### src/rtl/codec_pkg.sv
// -----------------------------------------------------------------------------
// codec_pkg
// Shared constants and types for the CS4272 serial audio interface.
//
// Contents:
//   SAMPLE_W / CNT_W        : sample and frame-counter widths
//   CNT_RST                 : frame counter value held in reset (start of left slot)
//   *_PHASE / *_CNT         : counter values that trigger receive, transmit,
//                             word-complete and valid events
//   WARMUP_FRAMES / WARM_W  : number of muted frames after codec reset release
//                             (only used when CODEC_WARMUP_EN is defined)
//   sample_t                : signed audio sample
//   strobe_t                : one-cycle event strobes decoded from the counter
// -----------------------------------------------------------------------------
package codec_pkg;

    localparam int SAMPLE_W = 16;
    localparam int CNT_W    = 10;

    localparam logic [CNT_W-1:0] CNT_RST         = 10'h200;
    localparam logic [4:0]       RX_SAMPLE_PHASE = 5'b01111;
    localparam logic [4:0]       TX_SHIFT_PHASE  = 5'b11111;
    localparam logic [CNT_W-1:0] VALID_CNT       = 10'h1F0;
    localparam logic [CNT_W-1:0] LFT_DONE_CNT    = 10'h3EF;
    localparam logic [CNT_W-1:0] RGT_DONE_CNT    = 10'h1EF;
    localparam logic [CNT_W-1:0] TX_LOAD_CNT     = 10'h1FF;
    localparam logic [CNT_W-1:0] FRAME_END_CNT   = 10'h3FF;

    localparam int              WARMUP_FRAMES = 4;
    localparam int              WARM_W        = 3;
    localparam logic [WARM_W-1:0] WARM_DONE   = WARM_W'(WARMUP_FRAMES);

    typedef logic signed [SAMPLE_W-1:0] sample_t;

    typedef struct packed {
        logic rx_sample;   // SCLK about to rise: sample SDout
        logic tx_shift;    // SCLK about to fall: advance SDin
        logic tx_load;     // last cycle of right slot: load new transmit frame
        logic lft_done;    // last left bit being sampled
        logic rgt_done;    // last right bit being sampled
        logic valid_cyc;   // cycle in which valid is presented
        logic frame_end;   // last cycle of left slot (LRCLK about to fall)
    } strobe_t;

    // True when the low five counter bits match a bit-clock phase.
    function automatic logic phase_hit(input logic [CNT_W-1:0] cnt,
                                       input logic [4:0]       phase);
        return (cnt[4:0] == phase);
    endfunction

endpackage

### src/rtl/codec_clkgen.sv
// -----------------------------------------------------------------------------
// codec_clkgen
// Free-running 10-bit frame counter and the codec clocks derived from it.
// All clocks are plain register bits of the counter, so they are glitch-free.
//
// Ports:
//   i_clk     in   50 MHz system clock
//   i_rst_n   in   asynchronous active-low reset (counter -> CNT_RST)
//   o_mclk    out  codec master clock, clk/4   (cnt[1])
//   o_sclk    out  serial bit clock,   clk/32  (cnt[4])
//   o_lrclk   out  frame clock,        clk/1024 (cnt[9], 1 = left slot)
//   o_stb     out  one-cycle event strobes decoded from the counter
// -----------------------------------------------------------------------------
module codec_clkgen
    import codec_pkg::*;
(
    input  logic    i_clk,
    input  logic    i_rst_n,
    output logic    o_mclk,
    output logic    o_sclk,
    output logic    o_lrclk,
    output strobe_t o_stb
);

    logic [CNT_W-1:0] r_cnt;

    // Reset value 0x200 places the interface at the start of a left slot
    // with LRCLK high and both bit clocks low.
    always_ff @(posedge i_clk or negedge i_rst_n) begin
        if (!i_rst_n) begin
            r_cnt <= CNT_RST;
        end else begin
            r_cnt <= r_cnt + 1'b1;
        end
    end

    assign o_mclk  = r_cnt[1];
    assign o_sclk  = r_cnt[4];
    assign o_lrclk = r_cnt[9];

    always_comb begin
        o_stb           = '0;
        o_stb.rx_sample = phase_hit(r_cnt, RX_SAMPLE_PHASE);
        o_stb.tx_shift  = phase_hit(r_cnt, TX_SHIFT_PHASE);
        o_stb.tx_load   = (r_cnt == TX_LOAD_CNT);
        o_stb.lft_done  = (r_cnt == LFT_DONE_CNT);
        o_stb.rgt_done  = (r_cnt == RGT_DONE_CNT);
        o_stb.valid_cyc = (r_cnt == VALID_CNT);
        o_stb.frame_end = (r_cnt == FRAME_END_CNT);
    end

endmodule

### src/rtl/codec_intf.sv
// -----------------------------------------------------------------------------
// codec_intf
// Serial audio interface to the CS4272 codec. Generates MCLK/SCLK/LRCLK,
// deserializes left-justified 16-bit SDout samples into lft_in/rht_in with a
// one-cycle valid strobe, and serializes lft_out/rht_out onto SDin.
//
// Optional feature: define CODEC_WARMUP_EN to mute the interface (no valid,
// SDin zeros) for the first WARMUP_FRAMES frames after RSTn rises.
//
// Ports:
//   clk      in   50 MHz system clock
//   rst_n    in   asynchronous active-low reset
//   lft_out  in   signed left sample to transmit, captured while valid=1
//   rht_out  in   signed right sample to transmit, captured while valid=1
//   SDout    in   serial data from codec ADC
//   MCLK     out  codec master clock, clk/4
//   SCLK     out  serial bit clock, clk/32
//   LRCLK    out  frame clock, clk/1024 (1 = left slot)
//   RSTn     out  codec reset, active low
//   SDin     out  serial data to codec DAC
//   lft_in   out  signed left sample received
//   rht_in   out  signed right sample received
//   valid    out  one-clk pulse: lft_in/rht_in updated, lft_out/rht_out captured
// -----------------------------------------------------------------------------
module codec_intf
    import codec_pkg::*;
(
    input  logic                       clk,
    input  logic                       rst_n,
    input  logic signed [SAMPLE_W-1:0] lft_out,
    input  logic signed [SAMPLE_W-1:0] rht_out,
    input  logic                       SDout,
    output logic                       MCLK,
    output logic                       SCLK,
    output logic                       LRCLK,
    output logic                       RSTn,
    output logic                       SDin,
    output logic signed [SAMPLE_W-1:0] lft_in,
    output logic signed [SAMPLE_W-1:0] rht_in,
    output logic                       valid
);

    strobe_t               w_stb;
    logic [SAMPLE_W-1:0]   w_rx_word;
    logic                  w_live;

    logic [SAMPLE_W-1:0]   r_rx_shift;
    logic [SAMPLE_W-1:0]   r_lft_shadow;
    sample_t               r_lft_in;
    sample_t               r_rht_in;
    logic                  r_valid;
    logic [2*SAMPLE_W-1:0] r_tx_hold;
    logic [2*SAMPLE_W-1:0] r_tx_shift;
    logic                  r_rstn;

    codec_clkgen u_clkgen (
        .i_clk   (clk),
        .i_rst_n (rst_n),
        .o_mclk  (MCLK),
        .o_sclk  (SCLK),
        .o_lrclk (LRCLK),
        .o_stb   (w_stb)
    );

    // Word as it will stand once the current SDout bit is shifted in; used
    // so the final bit of a slot can be captured in the same cycle.
    assign w_rx_word = {r_rx_shift[SAMPLE_W-2:0], SDout};

`ifdef CODEC_WARMUP_EN
    logic [WARM_W-1:0] r_warm_cnt;

    // Counts valid points seen after the codec left reset, saturating once
    // the muted warm-up frames are over.
    always_ff @(posedge clk or negedge rst_n) begin
        if (!rst_n) begin
            r_warm_cnt <= '0;
        end else if (w_stb.valid_cyc && r_rstn && (r_warm_cnt != WARM_DONE)) begin
            r_warm_cnt <= r_warm_cnt + 1'b1;
        end
    end

    assign w_live = (r_warm_cnt == WARM_DONE);
`else
    assign w_live = 1'b1;
`endif

    // Receive path: shift on SCLK rise, park the left word until the right
    // word completes so both are presented together.
    always_ff @(posedge clk or negedge rst_n) begin
        if (!rst_n) begin
            r_rx_shift   <= '0;
            r_lft_shadow <= '0;
        end else begin
            if (w_stb.rx_sample) begin
                r_rx_shift <= w_rx_word;
            end
            if (w_stb.lft_done) begin
                r_lft_shadow <= w_rx_word;
            end
        end
    end

    // Parallel outputs are registered on the last right-bit sample so that
    // they and valid are visible during the VALID_CNT cycle. Samples still
    // update while the warm-up mute is active; only valid is withheld.
    always_ff @(posedge clk or negedge rst_n) begin
        if (!rst_n) begin
            r_lft_in <= '0;
            r_rht_in <= '0;
            r_valid  <= 1'b0;
        end else begin
            r_valid <= w_stb.rgt_done & w_live;
            if (w_stb.rgt_done) begin
                r_lft_in <= sample_t'(r_lft_shadow);
                r_rht_in <= sample_t'(w_rx_word);
            end
        end
    end

    // Transmit path: capture in the valid cycle, load at the left-slot
    // boundary, and advance only on SCLK falling so SDin is stable across
    // every rising edge. The load takes priority over the shift that shares
    // the same phase.
    always_ff @(posedge clk or negedge rst_n) begin
        if (!rst_n) begin
            r_tx_hold  <= '0;
            r_tx_shift <= '0;
        end else begin
            if (w_stb.valid_cyc) begin
                r_tx_hold <= w_live ? {lft_out, rht_out} : '0;
            end
            if (w_stb.tx_load) begin
                r_tx_shift <= r_tx_hold;
            end else if (w_stb.tx_shift) begin
                r_tx_shift <= {r_tx_shift[2*SAMPLE_W-2:0], 1'b0};
            end
        end
    end

    // Codec reset is released at the first LRCLK falling edge and stays
    // released until the next system reset.
    always_ff @(posedge clk or negedge rst_n) begin
        if (!rst_n) begin
            r_rstn <= 1'b0;
        end else if (w_stb.frame_end) begin
            r_rstn <= 1'b1;
        end
    end

    assign RSTn   = r_rstn;
    assign SDin   = r_tx_shift[2*SAMPLE_W-1];
    assign lft_in = r_lft_in;
    assign rht_in = r_rht_in;
    assign valid  = r_valid;

endmodule

### config.mk
export PLATFORM = sky130hd
export DESIGN_NAME = codec_intf
export DESIGN_NICKNAME = d
export VERILOG_FILES = /design/src/rtl/codec_pkg.sv /design/src/rtl/codec_clkgen.sv /design/src/rtl/codec_intf.sv
export SDC_FILE = /design/constraint.sdc
export NUM_CORES = 1
export LEC_CHECK = 0
export ABC_AREA = 0
export CORE_MARGIN = 10
export CORE_UTILIZATION = 49
export DETAILED_ROUTE_END_ITERATION = 16
export HOLD_SLACK_MARGIN = 0.06
export PLACE_DENSITY = 0.8
export SYNTH_ARGS = -nofsm -noshare
export SYNTH_HDL_FRONTEND = slang
export SYNTH_SLANG_ARGS = --single-unit
### constraint.sdc
create_clock -name clk -period 3 [get_ports clk]
set_input_delay 0.3 -clock clk [delete_from_list [all_inputs] [get_ports clk]]
set_output_delay 0.3 -clock clk [all_outputs]
set_load 0.01 [all_outputs]
==> run metrics <==
status completed; detailed router's first-iteration violation count 128; clk_skew between 0.008 and 0.009 ns; final WL 10400 um; crit-path max cell delay 0.93 ns; top_reg_cell synth dfrtp_1; initial antenna violation count 0; Final period util between 70% and 80%; Sinks on Clock Net 139; PortBufs between 70 and 80; worst hold margin 0.483 ns; initial core utilization 50.0%; DRT Pass-1 Iters 4; Final Hold Viols 0; H-tree levels 4; Required @ worst endpoint ~3.3 ns; post-cts repair resize count 0; HPWL Detailed 6750 um; Fill cells 842; top-level port count 73; highest-delay cell along the critical path or4_1; post-synthesis sequential area ratio 61.2%; fmax about 430 MHz; die span in x 128 um; Final Slew Violations 0; vias in the first global route 3400; Placed Cells 556; DR WL/cell 17.7 um; Antenna Nets Post-Route 0; largest net degree at the start of global routing slightly above 80; Pwr per Cell Area 569 nW/um2; chip height around 130 um; Placer Congestion 0.750; root buffer cell clkbuf_16; Syn. warnings 0; grt ovf 0; RSZ-0062 raised after global routing no; crit path max fanout 16; Worst setup EP type flip-flop; Slew HR 38.1%; first-pass GRT wire length 17600 um; Worst-path clk slew 0.06 ns; Post-synth EDFFs 0; min cycle time layout 2.33 ns; clk_lat worst skew 0.42 ns; Netlist cell types 28; asr flop ratio synth 100%; Core Footprint between 10000 and 15000 um2; CTS tree built; setup bufs post-CTS 0; VDD IR max 0.479 mV; Post-CTS Hold Buffers 1; Pleak 3.52 nW; Setup TNS Final 0 ns; cts bufs inserted 17; Synth top area share 60.8%; CTS max path bufs 2; area occupied by multi-input gates 2090 um2; Worst EP arrival roughly 2.6 ns; number of remaining DRC errors 0; Final Non-Filler Cells 589; crit path cell chain ha_1 > nand3_2 > or4_1 > mux2_4; GRT Total Usage 13.7%; DR vias 3061; sequential cell area 3480 um2; Avg Inst Size Synth roughly 16 um2; DIE AREA ~16000 um2; post-synth design cell area 5680 um2; HP Class flip-flop to flip-flop; post-synthesis register bit count between 100 and 150; Syn Inst Count 352; Area Growth Syn to Fin 26.1%; crit path launch type flip-flop; Final nets 472; # diodes 0; top post-synthesis cells by area dfrtp_1 61%, mux2_2 29%, mux2_4 2.6%; Mapped Nets 391; CP Class flip-flop to flip-flop; Synth area leader dfrtp_1; Final Setup Violations 0; Max Cap Viol 0; layout cells sized above 1 44.8%; row count 39; Worst-Margin Slew 0.929 ns; Via-to-Cell Ratio 5.20
## logic make-up after synthesis
logic type	count (synthesis)	share of synthesized area, %
adders and majority gates	4	0.881
xor gates and xnor gates	7	1.08
buffers and inverters	24	2.20
and+or+nand+nor	19	2.51
AOI/OAI and AO/OA	1	0.132
DFF	139	61.2
muxes	158	32.0
## per-stage QoR
step | total power, mW | cell area [um2] | utilization, % | setup WS [ns]
2_1_floorplan | 1.91 | 5680 | - | 0.743
3_3_place_gp | 2.00 | 6550 | 57.6 | 0.778
3_5_place_dp | 2.00 | 6550 | 57.6 | 0.681
4_1_cts | 4.13 | 7170 | 63.0 | 0.649
5_1_grt | 4.21 | 7170 | 63.0 | 0.538
6_report | 4.08 | 7170 | 63.0 | 0.667
## synth_stat cells (3+ instances only)
master / number
mux2_1: 4
clkbuf_1: 6
buf_2: 9
inv_1: 6
mux2_2: 144
ha_1: 4
dfrtp_1: 138
nand4_1: 3
mux2_4: 10
xnor2_1: 4
xor2_1: 3
## routing by layer
layer / routed length [um] / global-route usage (%)
met2: 5430 / 22.2
met3: 419 / 4.18
met1: 4310 / 16.0
met5: 0 / 0
met4: 255 / 7.22
## state kept, by name, summed over array words and instances, names as in the netlist
name and flops:
rht_in 16, r_tx_shift 32, r_rx_shift 15, r_tx_hold 32
u_clkgen.r_cnt 10, r_lft_shadow 16, RSTn 1, lft_in 16
valid 1
## cell usage in the layout, fill, tap and decap left out, drive strengths merged, types with 2 or more instances in the layout
master         instances
buf                    7
xnor2                  4
nand4                  4
nand3                  3
dfrtp                138
clkdlybuf4s50         71
inv                    8
xor2                   3
ha                     4
mux2                 158
bufinv                 3
nor3                   3
clkbuf                20
clkinv                 8
nor2                   2
nand2                  2
## power by group
part / internal, mW / leakage [nW] / switching, mW
Clock: 1.35 / 0.304 / 0.765
Sequential: 1.88 / 1.92 / 0.00159
Combinational: 0.0446 / 1.29 / 0.0429
## worst max-delay path: cells and delay by family, from the launching register on
family | cells | cell delay (ns)
mux | 1 | 0.45
simple gates | 2 | 1.07
flops | 1 | 0.41
fa+ha+maj | 1 | 0.28
## area by class of cell
cell class                      count  area share, %
Timing Repair Buffer               79           11.0
Tap cell                          143           2.50
Sequential cell                   139           48.6
Multi-Input combinational cell    189           29.2
Inverter                            7          0.367
Clock inverter                     12           2.04
Clock buffer                       20           6.37
## path summary, 6_finish.rpt
kind | from | end | slack [ns] | cells after the start
worst max register to register | u_clkgen.r_cnt[1] | r_lft_shadow[12] | 0.67 | 4
worst min register to register | RSTn | RSTn | 0.48 | 2
worst max-delay path | u_clkgen.r_cnt[1] | r_lft_shadow[12] | 0.67 | 4
worst min-delay path | RSTn | RSTn | 0.48 | 2
max in group asynchronous | rst_n | lft_in[8] | 1.75 | 3
min in group asynchronous | rst_n | r_rx_shift[2] | 0.51 | 2
Note: power is estimated with default switching activity, not from simulation.
